`src/rtl/bsa_pkg.sv`:
```
`default_nettype none
// ============================================================================
//  Module      : bsa_pkg
//  Description : Shared definitions for byte_serial_adder (byte width and
//                FSM state encoding).
//  Revision    : 1.0  initial release
// ============================================================================
package bsa_pkg;

    localparam int BYTE_W = 8;

    typedef enum logic [1:0] {
        IDLE = 2'd0,
        RUN  = 2'd1,
        DONE = 2'd2
    } bsa_state_t;

endpackage
`default_nettype wire

```
`src/rtl/byte_serial_adder_cra.sv`:
```
`default_nettype none
// ============================================================================
//  Module      : CRA
//  Description : 8-bit carry-ripple adder, sum[8] is carry-out.
//  Ports       : A, B  - 8-bit addends
//                cIn   - carry-in
//                sum   - 9-bit result {cout, sum[7:0]}
//  Revision    : 1.0  initial release
// ============================================================================
module CRA (
    input  logic [7:0] A,
    input  logic [7:0] B,
    input  logic       cIn,
    output logic [8:0] sum
);

    logic [8:0] w_c;

    assign w_c[0] = cIn;

    genvar i;
    for (i = 0; i < 8; i++) begin : g_bit
        assign sum[i]   = A[i] ^ B[i] ^ w_c[i];
        assign w_c[i+1] = (A[i] & B[i]) | (w_c[i] & (A[i] ^ B[i]));
    end

    assign sum[8] = w_c[8];

endmodule
`default_nettype wire

```
`src/rtl/byte_serial_adder.sv`:
```
`default_nettype none
// ============================================================================
//  Module      : byte_serial_adder
//  Description : Adds two NBYTES-wide operands one byte per clock through a
//                single 8-bit ripple slice, LSB first, with a registered carry
//                between bytes. Result = in_a + in_b + in_cin, 8*NBYTES+1 bits.
//  Ports       : clk, rst_n (async, active-low)
//                in_valid/in_ready, in_a, in_b, in_cin   - operand handshake
//                out_valid/out_ready, out_sum            - result handshake
//                out_ovf  - signed overflow, present only when the macro
//                           BSA_OVERFLOW_EN is defined
//  Revision    : 1.0  initial release
// ============================================================================
module byte_serial_adder
    import bsa_pkg::*;
#(
    parameter int NBYTES = 4
) (
    input  logic                   clk,
    input  logic                   rst_n,
    input  logic                   in_valid,
    output logic                   in_ready,
    input  logic [8*NBYTES-1:0]    in_a,
    input  logic [8*NBYTES-1:0]    in_b,
    input  logic                   in_cin,
    output logic                   out_valid,
    input  logic                   out_ready,
`ifdef BSA_OVERFLOW_EN
    output logic                   out_ovf,
`endif
    output logic [8*NBYTES:0]      out_sum
);

    localparam int                c_cnt_w = $clog2(NBYTES > 1 ? NBYTES : 2);
    localparam logic [c_cnt_w-1:0] c_last = c_cnt_w'(NBYTES - 1);

    bsa_state_t              r_state;
    bsa_state_t              w_state_nxt;
    logic [8*NBYTES-1:0]     r_a;
    logic [8*NBYTES-1:0]     r_b;
    logic                    r_carry;
    logic [c_cnt_w-1:0]      r_cnt;
    logic [8*NBYTES:0]       r_sum;
    logic [BYTE_W-1:0]       w_a;
    logic [BYTE_W-1:0]       w_b;
    logic [BYTE_W:0]         w_slice;
    int                      w_off;

    // Bit offset of the byte currently in the slice.
    assign w_off = int'(r_cnt) * BYTE_W;
    assign w_a   = r_a[w_off +: BYTE_W];
    assign w_b   = r_b[w_off +: BYTE_W];

    CRA u_slice (
        .A   (w_a),
        .B   (w_b),
        .cIn (r_carry),
        .sum (w_slice)
    );

    always_ff @(posedge clk or negedge rst_n) begin
        if (!rst_n) begin
            r_state <= IDLE;
        end else begin
            r_state <= w_state_nxt;
        end
    end

    // in_valid is deliberately ignored outside IDLE, even while leaving DONE.
    always_comb begin
        w_state_nxt = r_state;
        case (r_state)
            IDLE:    if (in_valid)        w_state_nxt = RUN;
            RUN:     if (r_cnt == c_last) w_state_nxt = DONE;
            DONE:    if (out_ready)       w_state_nxt = IDLE;
            default:                      w_state_nxt = IDLE;
        endcase
    end

    always_ff @(posedge clk or negedge rst_n) begin
        if (!rst_n) begin
            r_a     <= '0;
            r_b     <= '0;
            r_carry <= 1'b0;
            r_cnt   <= '0;
            r_sum   <= '0;
        end else begin
            case (r_state)
                IDLE: begin
                    if (in_valid) begin
                        r_a     <= in_a;
                        r_b     <= in_b;
                        r_carry <= in_cin;
                        r_cnt   <= '0;
                    end
                end
                RUN: begin
                    r_sum[w_off +: BYTE_W] <= w_slice[BYTE_W-1:0];
                    r_carry                <= w_slice[BYTE_W];
                    if (r_cnt == c_last) begin
                        r_sum[8*NBYTES] <= w_slice[BYTE_W];
                    end else begin
                        r_cnt <= r_cnt + c_cnt_w'(1);
                    end
                end
                default: ;
            endcase
        end
    end

`ifdef BSA_OVERFLOW_EN
    logic r_ovf;

    // Overflow = carry into MSB xor carry out of MSB; carry-in to bit 7 is
    // recovered as a7 ^ b7 ^ s7.
    always_ff @(posedge clk or negedge rst_n) begin
        if (!rst_n) begin
            r_ovf <= 1'b0;
        end else if (r_state == IDLE && in_valid) begin
            r_ovf <= 1'b0;
        end else if (r_state == RUN && r_cnt == c_last) begin
            r_ovf <= w_a[BYTE_W-1] ^ w_b[BYTE_W-1] ^ w_slice[BYTE_W-1] ^ w_slice[BYTE_W];
        end
    end

    assign out_ovf = r_ovf;
`endif

    assign in_ready  = (r_state == IDLE);
    assign out_valid = (r_state == DONE);
    assign out_sum   = r_sum;

endmodule
`default_nettype wire

```
`config.mk`:
```
export PLATFORM = sky130hd
export DESIGN_NAME = byte_serial_adder
export DESIGN_NICKNAME = d
export VERILOG_FILES = /design/src/rtl/bsa_pkg.sv /design/src/rtl/byte_serial_adder_cra.sv /design/src/rtl/byte_serial_adder.sv
export SDC_FILE = /design/constraint.sdc
export NUM_CORES = 1
export LEC_CHECK = 0
export ABC_CLOCK_PERIOD_IN_PS = 4980
export BUFFER_PORTS_ARGS = -buffer_cell sky130_fd_sc_hd__buf_2
export CELL_PAD_IN_SITES_DETAIL_PLACEMENT = 0
export CELL_PAD_IN_SITES_GLOBAL_PLACEMENT = 1
export CORE_AREA = 4 4 124 126
export CTS_CLUSTER_DIAMETER = 150
export DETAILED_ROUTE_END_ITERATION = 16
export DIE_AREA = 0 0 128 130
export MAX_ROUTING_LAYER = met4
export PLACE_DENSITY_LB_ADDON = 0.1
export SLEW_MARGIN = 20
export SYNTH_ARGS = -nofsm -noshare
export SYNTH_HDL_FRONTEND = slang
export SYNTH_SLANG_ARGS = --single-unit
```
`constraint.sdc`:
```
create_clock -name clk -period 4.98 [get_ports clk]
set_input_delay 0.249 -clock clk [delete_from_list [all_inputs] [get_ports clk]]
set_output_delay 0.249 -clock clk [all_outputs]
set_load 0.01 [all_outputs]
```
; ---- Yosys cells after proc, flatten, opt, wreduce, memory -nomap -nowiden
; Cells that the tools add are included.
[word_totals]
regBits = 102
input_bits = 69
[classes]
eq_ne = 7
mux = 11
n_shift = 4
reduce_logical = 6
addsub = 2
bitwise_logic = 40
[ops]
columns = cell, n
row1 = $shiftx A32 B6 Y8, 2
row2 = $bwmux W33, 1
row3 = $neg A5 Y33, 1
row4 = $shift A8 B33 Y33 const A, 1
row5 = $shiftx A8 B33 Y33, 1
row6 = $and A1 B1 Y1, 16
row7 = $xor A1 B1 Y1, 16
row8 = $mux W2, 5
row9 = $or A1 B1 Y1, 8
row10 = $ne A2 B2 Y1 const B, 3
row11 = $pmux W2 S3, 1
row12 = $reduce_and A3 Y1, 2
row13 = $eq A2 B2 Y1 const B, 2
row14 = $pmux W2 S2, 1
row15 = $reduce_and A2 Y1, 2
row16 = $add A2 B1 Y2 const B, 1
row17 = $eq A2 B1 Y1 const B, 1
row18 = $logic_not A2 Y1, 1
row19 = $mux W1, 2
row20 = $ne A2 B1 Y1 const B, 1
row21 = $pmux W1 S2, 1
row22 = $reduce_bool A2 Y1, 1

; ---- Depth between registers and ports, before layout
; Gate-level depths: netlist of run 1.
[depth]
depth_word = 20
mapped_depth = 17
depth_no_buf = 15

; ---- Hierarchy
; From an unflattened synthesis of run 1, not the netlist that was laid out.
[unflattened]
cells_unflattened = 306
area_unflattened_um2 = 5032.3
[modules_own_cells]
columns = mod, seq_area_each_um2, instances, area_each_um2, cells_per_inst
row1 = byte_serial_adder, 2552.4, 1, 4834.6, 288
row2 = CRA, 0.0, 1, 197.7, 18

; ---- Worst setup path before layout of run 1
; OpenSTA, ideal clock, no wires.
[synth_path]
path_type = register to register
startpoint = register r_cnt[1]
endpoint = register r_sum[15], in the netlist out_sum[15]
path_stages_with_launch = 18
path_buffers = 2
required_ps = 4853
t_arrival_ps = 4328
synth_period_minus_slack_ps = 4455
setup_ps = 127
setup_slack_ps = 525
path_cell_list = dfrtp_1 clkbuf_1 buf_2 mux4_2 inv_1 fa_1 fa_1 fa_1 fa_1 fa_1 inv_1 fa_1 inv_1 fa_1 inv_1 fa_1 inv_1 o21ai_0
[synth_via]
elab_chain_cells = 19
elab_cells_between_ends = 43
classes_between = 1 x add/sub / 4 x shift / 1 x mux / 37 x bitwise
[synth_rtl]
columns = item, line
row1 = start: declaration, byte_serial_adder.sv:42  ; logic [c_cnt_w-1:0] r_cnt;
row2 = start signal: assignment, byte_serial_adder.sv:103  ; r_cnt <= r_cnt + c_cnt_w'(1);
row3 = "$shiftx A32 B6 Y8, on equally long branches", "byte_serial_adder.sv:51, byte_serial_adder.sv:52"
row4 = $xor A1 B1 Y1, "byte_serial_adder_cra.sv:23, byte_serial_adder_cra.sv:24"
row5 = $and A1 B1 Y1, byte_serial_adder_cra.sv:24  ; assign w_c[i+1] = (A[i] & B[i]) | (w_c[i] & (A[i] ^ B[i]));
row6 = $or A1 B1 Y1, byte_serial_adder_cra.sv:24
row7 = $and A1 B1 Y1, byte_serial_adder_cra.sv:24
row8 = $or A1 B1 Y1, byte_serial_adder_cra.sv:24
row9 = $and A1 B1 Y1, byte_serial_adder_cra.sv:24
row10 = $or A1 B1 Y1, byte_serial_adder_cra.sv:24
row11 = (+3 left out), --
row12 = $or A1 B1 Y1, byte_serial_adder_cra.sv:24
row13 = $and A1 B1 Y1, byte_serial_adder_cra.sv:24
row14 = $or A1 B1 Y1, byte_serial_adder_cra.sv:24
row15 = $and A1 B1 Y1, byte_serial_adder_cra.sv:24
row16 = $or A1 B1 Y1, byte_serial_adder_cra.sv:24
row17 = $xor A1 B1 Y1, byte_serial_adder_cra.sv:23  ; assign sum[i] = A[i] ^ B[i] ^ w_c[i];
row18 = $shiftx A8 B33 Y33, byte_serial_adder.sv:98  ; r_sum[w_off +: BYTE_W] <= w_slice[BYTE_W-1:0];
row19 = $bwmux W33 (*), byte_serial_adder.sv:98
row20 = end signal: indexed assignment, byte_serial_adder.sv:98
row21 = end signal: indexed assignment, byte_serial_adder.sv:101  ; r_sum[8*NBYTES] <= w_slice[BYTE_W];
row22 = end: declaration, byte_serial_adder.sv:43  ; logic [8*NBYTES:0] r_sum;
; Mark *: on every way between the ends. The rest lies on a longest branch, timed or not.
; A chain may end at the register's enable or synchronous reset.

; ---- Worst setup path in the final report of run 1
[layout_path]
startpoint = register r_cnt[1]
endpoint = register r_sum[23], in the netlist out_sum[23]
; The elaborated chain is that of the path after synthesis.

==> results of run 1 <==
[stage by stage]
step / cell area [um2] / std cells
after detailed placement: 5500 / 603
final: 5850 / 620
after CTS: 5850 / 620
after global placement: 5500 / 603
after floorplan: 4880 / 323
after global routing: 5850 / 620
[synthesized netlist by cell type]
cell,count
sky130_fd_sc_hd__nand2b_1,1
sky130_fd_sc_hd__clkbuf_1,2
sky130_fd_sc_hd__buf_2,4
sky130_fd_sc_hd__a22oi_1,1
sky130_fd_sc_hd__nor2_1,3
sky130_fd_sc_hd__dfrtp_1,102
sky130_fd_sc_hd__mux2_2,5
sky130_fd_sc_hd__o21bai_1,1
sky130_fd_sc_hd__nand4_1,4
sky130_fd_sc_hd__mux4_2,16
sky130_fd_sc_hd__o21ba_2,1
sky130_fd_sc_hd__fa_1,8
sky130_fd_sc_hd__nor2_2,1
sky130_fd_sc_hd__nand3b_1,4
sky130_fd_sc_hd__buf_12,7
sky130_fd_sc_hd__o2bb2ai_1,8
sky130_fd_sc_hd__o21ai_0,22
sky130_fd_sc_hd__ha_1,7
sky130_fd_sc_hd__inv_1,21
sky130_fd_sc_hd__nor2b_1,5
sky130_fd_sc_hd__a21oi_1,3
sky130_fd_sc_hd__mux2_4,60
sky130_fd_sc_hd__a22o_1,4
sky130_fd_sc_hd__nand2_1,27
sky130_fd_sc_hd__o21ai_1,1
sky130_fd_sc_hd__and2_4,1
sky130_fd_sc_hd__nor4b_1,1
sky130_fd_sc_hd__buf_4,1
sky130_fd_sc_hd__o41ai_1,2
[state kept, by name (all words and copies together) (netlist names)]
name,count
r_state,2
r_a,32
r_carry,1
out_sum,33
r_b,32
r_cnt,2
[kinds of logic after synthesis]
group	count (synthesis)	share of synthesized area, %
buf+inv	35	5.21
mux	81	27.0
fa+ha+maj	15	5.08
compound gates	43	5.69
simple gates	47	4.69
flops	102	52.3
[per-layer routing]
layer / up-vias / part of all wire, % / global-route usage (%)
li1: 1355 / - / -
met1: 1436 / 48 / 19.8
met4: 0 / 1.8 / 5.99
met2: 75 / 46 / 21.9
met3: 15 / 4.4 / 2.54
met5: - / 0 / -
[worst min-delay path by stage]
| stage | from | endpoint | cells past startpoint |
|---|---|---|---|
| finish | in_a[26] | r_a[26] | 2 |
| CTS | in_b[12] | r_b[12] | 2 |
| floorplan | rst_n | out_sum[0] | 0 |
| global route | in_b[11] | r_b[11] | 2 |
| detailed placement | rst_n | out_sum[24] | 1 |
| global placement | rst_n | out_sum[24] | 1 |
[cell type report]
class | count | area [um2]
Clock inverter | 5 | 78.8
Sequential cell | 102 | 2550
Clock buffer | 11 | 253
Fill cell | 1364 | 8470
Multi-Input combinational cell | 186 | 2070
Timing Repair Buffer | 111 | 581
Tap cell | 184 | 230
Inverter | 21 | 78.8
[power groups by stage]
stage / registers [mW] / logic (mW) / clock network, mW
final: 1.45 / 2.19 / 0.781
after global routing: 1.51 / 2.43 / 0.838
after CTS: 1.46 / 2.24 / 0.810
after detailed placement: 1.47 / 2.24 / 0
after global placement: 1.48 / 2.21 / 0
after floorplan: 1.41 / 1.61 / 0
==> impl_results.md, run 1 <==
- Worst slew pin tran: 779 ps
- Switching power: 1.64 mW
- GR Overflow Total: 0
- Relative contribution of the clock network to total power: 17.6%
- Residual antenna-violating net count after detailed routing: 0
- Gate power share: 49.5%
- Total length of routed wires: 11300 um
- Proportion of synthesized chip area in sequential cells: 52.3%
- Power, Total: 4.43 mW
- MaxCap Viol Count: 0
- Worst-case setup slack after placement: 693 ps
- CP dominant cell by count: sky130_fd_sc_hd__fa_1
- Worst setup slack after layout: 714 ps
- Num CTS Buffers: 9
- HPWL after detailed placement: 8350 um
- Distinct cells, synth: 29
- Fin Hold WS: 123 ps
- Antenna cells: 0
- Max FO, Critical Path: 10
- Number of DRC violations after detailed routing: 0
- Count of vias placed by the detailed router: 2881
- Worst path top cell family by delay: adder cells
- Instance count on the critical path: 15
- Fraction of synthesized cell area taken by the top area cell type: 52.3%
- Synthesized flop and latch total: 102
- Skew-Pair Late Insertion Delay: 350 ps
- Max-slew headroom at the worst pin: 48.1%
- Routability Congestion: 0.734
- Proportion of power drawn by flip-flops and latches: 32.9%
- Setup slack on the worst flop-to-flop path: 710 ps
- CP Capture Type: flop
- Die span in y: 130 um
- Number of port buffers: 103
- Leak: 2.84 nW
- Count of H-tree levels built during CTS: 3
- CTS Hold Buffers Added: 1
- Share of layout cells above drive strength 1: 48.2%
- Violation count after the first detailed-route iteration: 86
- Number of cells upsized or downsized after cts: 0
- CTS tree: yes
- Required time of the critical path: 5200 ps
- Crit-path cells: mux4_2 > inv_1 > fa_1 > fa_1 > fa_1 > fa_1 > fa_1 > inv_1 > fa_1 > inv_1 > fa_1 > inv_1 > fa_1 > inv_1 > o21ai_0
- Die ar.: 16600 um2
- Total clock sinks: 102
- Post-synth net total: 407
- Combined buffer and inverter count along the critical path: 5
- Clk root buf: sky130_fd_sc_hd__clkbuf_16
- Core box area: 14300 um2
- Reg2Reg Capture Point: out_sum[23]
- All-Layer GR Usage: 14.6%
- Final number of setup-violating endpoints: 0
- CP Capture Point: out_sum[23]
- Period utilization: 85.7%
- Most area-consuming cells after synthesis: sky130_fd_sc_hd__dfrtp_1 52%, sky130_fd_sc_hd__mux2_4 18%, sky130_fd_sc_hd__mux4_2 7.4%, sky130_fd_sc_hd__fa_1 3.3%, sky130_fd_sc_hd__buf_12 2.9%
- Unrepaired setup endpoints after global routing: false
- Post-CTS repair timing setup buffer count: 0
- Synthesis-to-layout area growth: 19.8%
- Worst Hold Class: input pin to flop
- Internal power: 2.78 mW
- Number of warnings printed during yosys synthesis: 0
- Max-slew violation count: 0
- Critical Setup Path Class: flop to flop
- Fin. Hold Viols: 0
- Clock slew at the register clock pins of the worst setup and hold paths: 70 ps
- Number of instances in the synthesized netlist: 323
- Maximum count of clock buffers along a single path: 2
- Register-to-Register Path Depth: 15
- Pin count of the biggest net entering global routing: 62
- Detailed-routing iteration count for the pre-antenna-repair pass: 4
- Final Net Count: 515
- Total standard cell area after synthesis: 4880 um2
- Via-to-Cell Ratio: 4.65
- Slowest CP cell: sky130_fd_sc_hd__dfrtp_1
- Origin of the worst setup path: r_cnt[1]
- Highest clock rate: 234 MHz
- VDD IR-drop max: 0.000290 V
- Worst Skew: 5.66 ps
- Drt wl/cell: 18.2 um
- Kind of launch point of the worst setup path: flop
- Critical register-to-register path startpoint: r_cnt[1]
- Fraction of power spent switching nets: 37.1%
- Number of global-route vias before repair: 3152
- Width of the die: 128 um
- Global-route wire length before repair: 18000 um
- Site Rows: 44
- Ratio of total power to cell area: 757 nW/um2
- Largest stage delay on the critical path: 550 ps
- Cell taking the most area after synthesis: sky130_fd_sc_hd__dfrtp_1
- Initial antenna violation count: 0
- Mean area per synthesized cell: 15.1 um2
- Util after Layout: 40.8%
- Leading cell types in the layout, fill and taps excluded: 102 x sky130_fd_sc_hd__buf_2, 102 x sky130_fd_sc_hd__dfrtp_1, 60 x sky130_fd_sc_hd__mux2_4
- Initial core utilization: 34.1%
- Final critical path time including I/O delays and setup: 4270 ps
- Critical Path AT: 4490 ps
- Status: finished, final reports clean
- Setup total negative slack: 0 ps
- Number of placed I/O pins: 104
Note: power is estimated with default switching activity, not from simulation.
==> run 2, diff against run 1 <==
ABC_CLOCK_PERIOD_IN_PS = default   (was 4980)
HOLD_SLACK_MARGIN = 0.15   (was default)
SKIP_CTS_REPAIR_TIMING = 1   (was default)
==> run 2 against run 1 <==
  * Combinational power up 2%
  * Critical path depth stayed put
  * Clock-buffer cell count stayed put
  * Die area stayed put
  * Non-clock buffer count rose by 57
  * Clock power is essentially flat
  * Register-to-register slack barely moved
  * Via count up 8.7%
  * Clock skew is 0.88 ps higher
  * Cell area is 9.8% higher
  * Wire length rose by 5.1%
  * Sequential power barely moved
  * Critical path type unchanged
  * Critical endpoint unchanged
  * Largest cell class unchanged
==> impl_results.md, run 2 (synthesis gave the netlist of run 1 again) <==
- Number of DRC violations after detailed routing: 0 (unchanged)
- Combined buffer and inverter count along the critical path: 5 (unchanged)
- HPWL after detailed placement: 8350 um (unchanged)
- Fillers: 1326 (-2.8%)
- CP Capture Type: flop
- Non-filler instance count after layout: 677 (+9.2%)
- Count of vias placed by the detailed router: 3133 (+8.7%)
- Residual antenna-violating net count after detailed routing: 0 (unchanged)
- Worst slew pin tran: 783 ps (+3.95 ps)
- Violation count after the first detailed-route iteration: 95 (+10%)
- Hold Crit Depth: 2 (unchanged)
- Initial antenna violation count: 0 (unchanged)
- Drt wl/cell: 17.5 um (-3.7%)
- Die span in y: 130 um (unchanged)
- Number of placed I/O pins: 104 (unchanged)
- Number of global-route vias before repair: 3152 (unchanged)
- Initial core utilization: 34.1% (unchanged)
- Max FO, Critical Path: 5 (-5)
- Global-route wire length before repair: 18000 um (unchanged)
- Maximum count of clock buffers along a single path: 2 (unchanged)
- CP dominant cell by count: sky130_fd_sc_hd__fa_1
- Unrepaired setup endpoints after global routing: false
- Share of layout cells above drive strength 1: 42.6% (-5.6 points)
- Highest clock rate: 234 MHz (about the same)
- Reg2Reg Capture Point: out_sum[23]
- Num CTS Buffers: 9 (unchanged)
- Crit-path cells: mux4_2 > inv_1 > fa_1 > fa_1 > fa_1 > fa_1 > fa_1 > inv_1 > fa_1 > inv_1 > fa_1 > inv_1 > fa_1 > inv_1 > o21ai_0
- Site Rows: 44 (unchanged)
- CTS tree: yes
- Util after Layout: 44.8% (+4.0 points)
- Slowest CP cell: sky130_fd_sc_hd__dfrtp_1
- Ratio of total power to cell area: 696 nW/um2 (-8.1%)
- Total length of routed wires: 11800 um (+5.1%)
- Critical register-to-register path startpoint: r_cnt[0]
- Max-slew violation count: 0 (unchanged)
- Routability Congestion: 0.734 (unchanged)
- Antenna cells: 0 (unchanged)
- VDD IR-drop max: 0.000292 V (+0.68%)
- Width of the die: 128 um (unchanged)
- Critical Path AT: 4490 ps (about the same)
- Clock slew at the register clock pins of the worst setup and hold paths: 70 ps (about the same)
- Launch instance of the worst min-delay path: in_a[0]
- All-Layer GR Usage: 14.6% (unchanged)
- Final critical path time including I/O delays and setup: 4270 ps (+0.936 ps)
- Number of port buffers: 103 (unchanged)
- Leading cell types in the layout, fill and taps excluded: 102 x sky130_fd_sc_hd__buf_2, 102 x sky130_fd_sc_hd__dfrtp_1, 60 x sky130_fd_sc_hd__mux2_4
- Placed insts: 603 (unchanged)
- Worst Hold Class: input pin to flop
- Final number of setup-violating endpoints: 0 (unchanged)
- Final Net Count: 572 (+11%)
- Required time of the critical path: 5200 ps (about the same)
- GR Overflow Total: 0 (unchanged)
- Core box area: 14300 um2 (unchanged)
- Clk root buf: sky130_fd_sc_hd__clkbuf_16
- Count of H-tree levels built during CTS: 3 (unchanged)
- Critical Setup Path Class: flop to flop
- Setup total negative slack: 0 ps (unchanged)
- Total clock sinks: 102 (unchanged)
- Max-slew headroom at the worst pin: 47.8% (-0.26 points)
- Worst Skew: 6.55 ps (+0.884 ps)
- Kind of launch point of the worst setup path: flop
- Period utilization: 85.7% (about the same)
- Worst path top cell family by delay: adder cells
- MaxCap Viol Count: 0 (unchanged)
- Skew-Pair Late Insertion Delay: 350 ps (about the same)
- Fin. Hold Viols: 0 (unchanged)
- Synthesis-to-layout area growth: 31.5%
- Setup slack on the worst flop-to-flop path: 710 ps (about the same)
- Pin count of the biggest net entering global routing: 62 (unchanged)
- Largest stage delay on the critical path: 460 ps (-90 ps)
- Die ar.: 16600 um2 (unchanged)
- Leak: 3.08 nW (+8.4%)
- Via-to-Cell Ratio: 4.63 (-0.41%)
- Status: finished, final reports clean
- Register-to-Register Path Depth: 15 (unchanged)
- Max reg flops: 33 (unchanged)
- Worst-case hold path end point: r_a[0]
- Detailed-routing iteration count for the pre-antenna-repair pass: 4 (unchanged)
## run 2: cell types whose count changed in the layout (fill, tap and decap cells not counted), sizes merged
cell	delta
dlygate4sd3	+57
## run 2: metal layers
layer | track usage (%) | vias to the layer above | wire length [um]
met4 | 5.99 | 0 | 201
met3 | 2.54 | 16 | 482
met5 | - | - | 0
li1 | - | 1476 | -
met1 | 19.8 | 1569 | 5540
met2 | 21.9 | 72 | 5620
## run 2: layout make-up
| type | instances | area (um2) | share of cell area, % |
|---|---|---|---|
| Sequential cell | 102 | 2550 | 39.8 |
| Clock buffer | 11 | 253 | 3.94 |
| Inverter | 21 | 78.8 | 1.23 |
| Timing Repair Buffer | 168 | 1150 | 17.9 |
| Multi-Input combinational cell | 186 | 2070 | 32.3 |
| Clock inverter | 5 | 78.8 | 1.23 |
| Tap cell | 184 | 230 | 3.59 |
## run 2: through the flow
step / hold WS (ps) / power, mW / instance area, um2 / setup slack [ps]
after floorplan: -46.6 / 3.03 / 4880 / 525
after global placement: 278 / 3.69 / 5500 / 736
after detailed placement: 280 / 3.71 / 5500 / 693
after CTS: -99.6 / 4.51 / 5840 / 678
after global routing: 152 / 4.82 / 6420 / 419
final: 154 / 4.47 / 6420 / 713
## run 2: where the power goes
part	internal (mW)	total [mW]	leakage (nW)	switching [mW]
Combinational	1.14	2.23	1.64	1.09
Sequential	1.21	1.46	1.27	0.248
Clock	0.468	0.780	0.166	0.312
Total	2.81	4.47	3.08	1.65
## run 2: how the worst max path moves through the flow
stage	startpoint	to	cells past startpoint
final	r_cnt[0]	out_sum[23]	15
after global routing	r_cnt[1]	out_sum[23]	15
after CTS	r_cnt[0]	out_sum[23]	15
after detailed placement	r_cnt[0]	out_sum[23]	15
after global placement	r_cnt[0]	out_sum[23]	15
after floorplan	r_cnt[1]	out_sum[15]	17
==> run 3, diff against run 2 <==
ABC_AREA = 1   (was default)
==> run 3 against run 2 <==
  * Sequential share of layout area is 2.1 points higher
  * Fmax is 7.3% lower
  * Cell area is 5.1% lower
  * Synthesized cell count is 91% higher
==> impl_results.md, run 3 <==
- Status: finished, final reports clean
- Max FO, Critical Path: 10 (+5)
- Drt wl/cell: 14.7 um (-16%)
- Width of the die: 128 um (unchanged)
- Setup total negative slack: 0 ps (unchanged)
- Met3 routed wirelength: 584 um (+21%)
- Num CTS Buffers: 9 (unchanged)
- Violation count after the first detailed-route iteration: 281 (+200%)
- Routability Congestion: 0.830 (+13%)
- Max reg flops: 33 (unchanged)
- Number of port buffers: 103 (unchanged)
- Total standard cell area after synthesis: 4930 um2 (+1.1%)
- HPWL after detailed placement: 9760 um (+17%)
- Worst slew pin tran: 696 ps (-86.8 ps)
- VDD IR-drop max: 0.000272 V (-6.7%)
- Distinct cells, synth: 23 (-21%)
- Site Rows: 44 (unchanged)
- Total clock sinks: 102 (unchanged)
- Clk root buf: sky130_fd_sc_hd__clkbuf_16
- Synthesis-to-layout area growth: 23.5%
- Initial antenna violation count: 0 (unchanged)
- Die ar.: 16600 um2 (unchanged)
- Number of warnings printed during yosys synthesis: 0 (unchanged)
- Post-synth net total: 700 (+72%)
- Initial core utilization: 34.5% (+0.38 points)
- Placed insts: 878 (+46%)
- Via-to-Cell Ratio: 4.78 (+3.3%)
- Prevailing post-synth register cell: sky130_fd_sc_hd__dfrtp_1
- Reg2Reg Capture Point: out_sum[15]
- Critical register-to-register path startpoint: r_cnt[1]
- Detailed-routing wirelength on met1: 6210 um (+12%)
- Global-route wire length before repair: 22100 um (+22%)
- GR Overflow Total: 0 (unchanged)
- Number of placed I/O pins: 104 (unchanged)
- Max-slew violation count: 0 (unchanged)
- Non-filler instance count after layout: 914 (+35%)
- Most common cell after layout, fill and taps aside: sky130_fd_sc_hd__nand2_1
- Setup slack on the worst flop-to-flop path: 380 ps (-330 ps)
- Number of global-route vias before repair: 4298 (+36%)
- Fraction of synthesized cell area taken by the top area cell type: 51.8% (-0.57 points)
- Final critical path time including I/O delays and setup: 4600 ps (+335 ps)
- Required time of the critical path: 5210 ps (about the same)
- Highest clock rate: 217 MHz (-7.3%)
- MaxCap Viol Count: 0 (unchanged)
- Leading cell types in the layout, fill and taps excluded: 253 x sky130_fd_sc_hd__nand2_1, 104 x sky130_fd_sc_hd__nand3_1, 102 x sky130_fd_sc_hd__buf_2, 102 x sky130_fd_sc_hd__dfrtp_1, 31 x sky130_fd_sc_hd__o21ai_0
- Period utilization: 92.4% (+6.7 points)
- Launch instance of the worst min-delay path: in_a[4]
- Final Net Count: 810 (+42%)
- Max-slew headroom at the worst pin: 53.6% (+5.8 points)
- Maximum count of clock buffers along a single path: 2 (unchanged)
- Count of H-tree levels built during CTS: 3 (unchanged)
- All-Layer GR Usage: 17.4% (+2.7 points)
- Kind of launch point of the worst setup path: flop
- Antenna cells: 0 (unchanged)
- Most area-consuming cells after synthesis: sky130_fd_sc_hd__dfrtp_1 52%, sky130_fd_sc_hd__nand2_1 19%, sky130_fd_sc_hd__nand3_1 11%, sky130_fd_sc_hd__fa_1 3.2%, sky130_fd_sc_hd__o21ai_0 3.1%
- Cell taking the most area after synthesis: sky130_fd_sc_hd__dfrtp_1
- Number of DRC violations after detailed routing: 0 (unchanged)
- Synthesized flop and latch total: 102 (unchanged)
- CTS tree: yes
- Total length of routed wires: 13500 um (+14%)
- Worst-case hold path end point: r_a[4]
- Clock slew at the register clock pins of the worst setup and hold paths: 70 ps (about the same)
- Most common library cells after synthesis: 253 x sky130_fd_sc_hd__nand2_1, 104 x sky130_fd_sc_hd__nand3_1, 102 x sky130_fd_sc_hd__dfrtp_1, 31 x sky130_fd_sc_hd__o21ai_0, 30 x sky130_fd_sc_hd__nor2_1
- Number of instances in the synthesized netlist: 616 (+91%)
- Worst Hold Class: input pin to flop
- Share of layout cells above drive strength 1: 18.5% (-24 points)
- Unrepaired setup endpoints after global routing: false
- Register-to-Register Path Depth: 18 (+3)
- Most instantiated library cell after synthesis: sky130_fd_sc_hd__nand2_1
- Proportion of register bits with asynchronous set or reset after synthesis: 100% (unchanged)
- Die span in y: 130 um (unchanged)
- Uppermost signal routing layer after detailed routing: met4
- Detailed route wirelength on metal2: 6390 um (+14%)
- Final number of setup-violating endpoints: 0 (unchanged)
- Count of vias placed by the detailed router: 4368 (+39%)
- Leak: 3.28 nW (+6.7%)
- Hold Crit Depth: 3 (+1)
- Core box area: 14300 um2 (unchanged)
- Mean area per synthesized cell: 8.01 um2 (-47%)
- Worst Skew: 6.90 ps (+0.354 ps)
- CP Capture Type: flop
- Ratio of total power to cell area: 701 nW/um2 (+0.79%)
- Detailed-routing iteration count for the pre-antenna-repair pass: 4 (unchanged)
- Number of enable flip-flop cells after synthesis: 0 (unchanged)
- Residual antenna-violating net count after detailed routing: 0 (unchanged)
- Fin. Hold Viols: 0 (unchanged)
- Proportion of synthesized chip area in sequential cells: 51.8% (-0.57 points)
- Pin count of the biggest net entering global routing: 65 (+4.8%)
- Skew-Pair Late Insertion Delay: 350 ps (about the same)
- Critical Setup Path Class: flop to flop
- Critical Path AT: 4830 ps (+340 ps)
## run 3: cell families (layout without fill, tap and decap cells)
family | after synthesis | count (layout) | share of synthesized area [%]
fa+ha+maj | 15 | 15 | 5.02
simple gates | 397 | 397 | 33.6
flops | 102 | 102 | 51.8
compound gates | 43 | 43 | 4.39
buf+inv | 59 | 173 | 5.23
## run 3: per-stage QoR
step	instance area, um2	utilization (%)	hold WS (ps)	worst slack [ps]	power (mW)
4_1_cts	5880	41.1	-64.9	384	4.33
3_5_place_dp	5590	39.1	319	398	3.62
6_report	6090	42.5	130	379	4.27
2_1_floorplan	4930	-	-46.6	473	2.85
5_1_grt	6090	42.5	150	104	4.68
3_3_place_gp	5590	39.1	315	510	3.60
## run 3: how the worst max path moves through the flow
| stage | from | end | slack (ps) | cells past startpoint |
|---|---|---|---|---|
| final | r_cnt[1] | out_sum[15] | 380 | 18 |
| after global routing | r_cnt[1] | out_sum[15] | 100 | 18 |
| after global placement | r_cnt[1] | out_sum[15] | 510 | 18 |
| after floorplan | r_cnt[0] | out_sum[15] | 470 | 22 |
| after detailed placement | r_cnt[1] | out_sum[15] | 400 | 18 |
| after CTS | r_cnt[1] | out_sum[15] | 380 | 18 |
## run 3: layout make-up
class	count	area, um2
sequential	102	2550
inverter	23	86.3
tap	184	230
clock buffer	15	288
multi-input combinational	455	2120
fill	1529	8220
timing repair buffer	135	811
## run 3: routing by layer
layer	vias up	GRT usage, %
met1	2043	22.2
met4	0	6.68
li1	2195	-
met5	-	-
met2	111	27.9
met3	19	2.87
## run 3: power by group
group	total, mW	switching (mW)	internal [mW]
Combinational	2.17	1.43	0.739
Sequential	1.41	0.230	1.18
Clock	0.693	0.301	0.392
Total	4.27	1.96	2.31
## run 3: worst max-delay path, stage by stage (launching register included)
cell	delay (ps)
sky130_fd_sc_hd__dfrtp_1	540
sky130_fd_sc_hd__clkinv_1	290
sky130_fd_sc_hd__nand3_1	150
sky130_fd_sc_hd__nand2_1	90
sky130_fd_sc_hd__fa_1	410
sky130_fd_sc_hd__fa_1	390
sky130_fd_sc_hd__fa_1	390
sky130_fd_sc_hd__fa_1	400
sky130_fd_sc_hd__fa_1	380
sky130_fd_sc_hd__inv_1	90
sky130_fd_sc_hd__fa_1	160
sky130_fd_sc_hd__inv_1	50
sky130_fd_sc_hd__fa_1	360
sky130_fd_sc_hd__inv_1	80
sky130_fd_sc_hd__fa_1	430
sky130_fd_sc_hd__nand2_1	100
sky130_fd_sc_hd__nor2_1	60
sky130_fd_sc_hd__inv_1	50
sky130_fd_sc_hd__o21ai_0	70
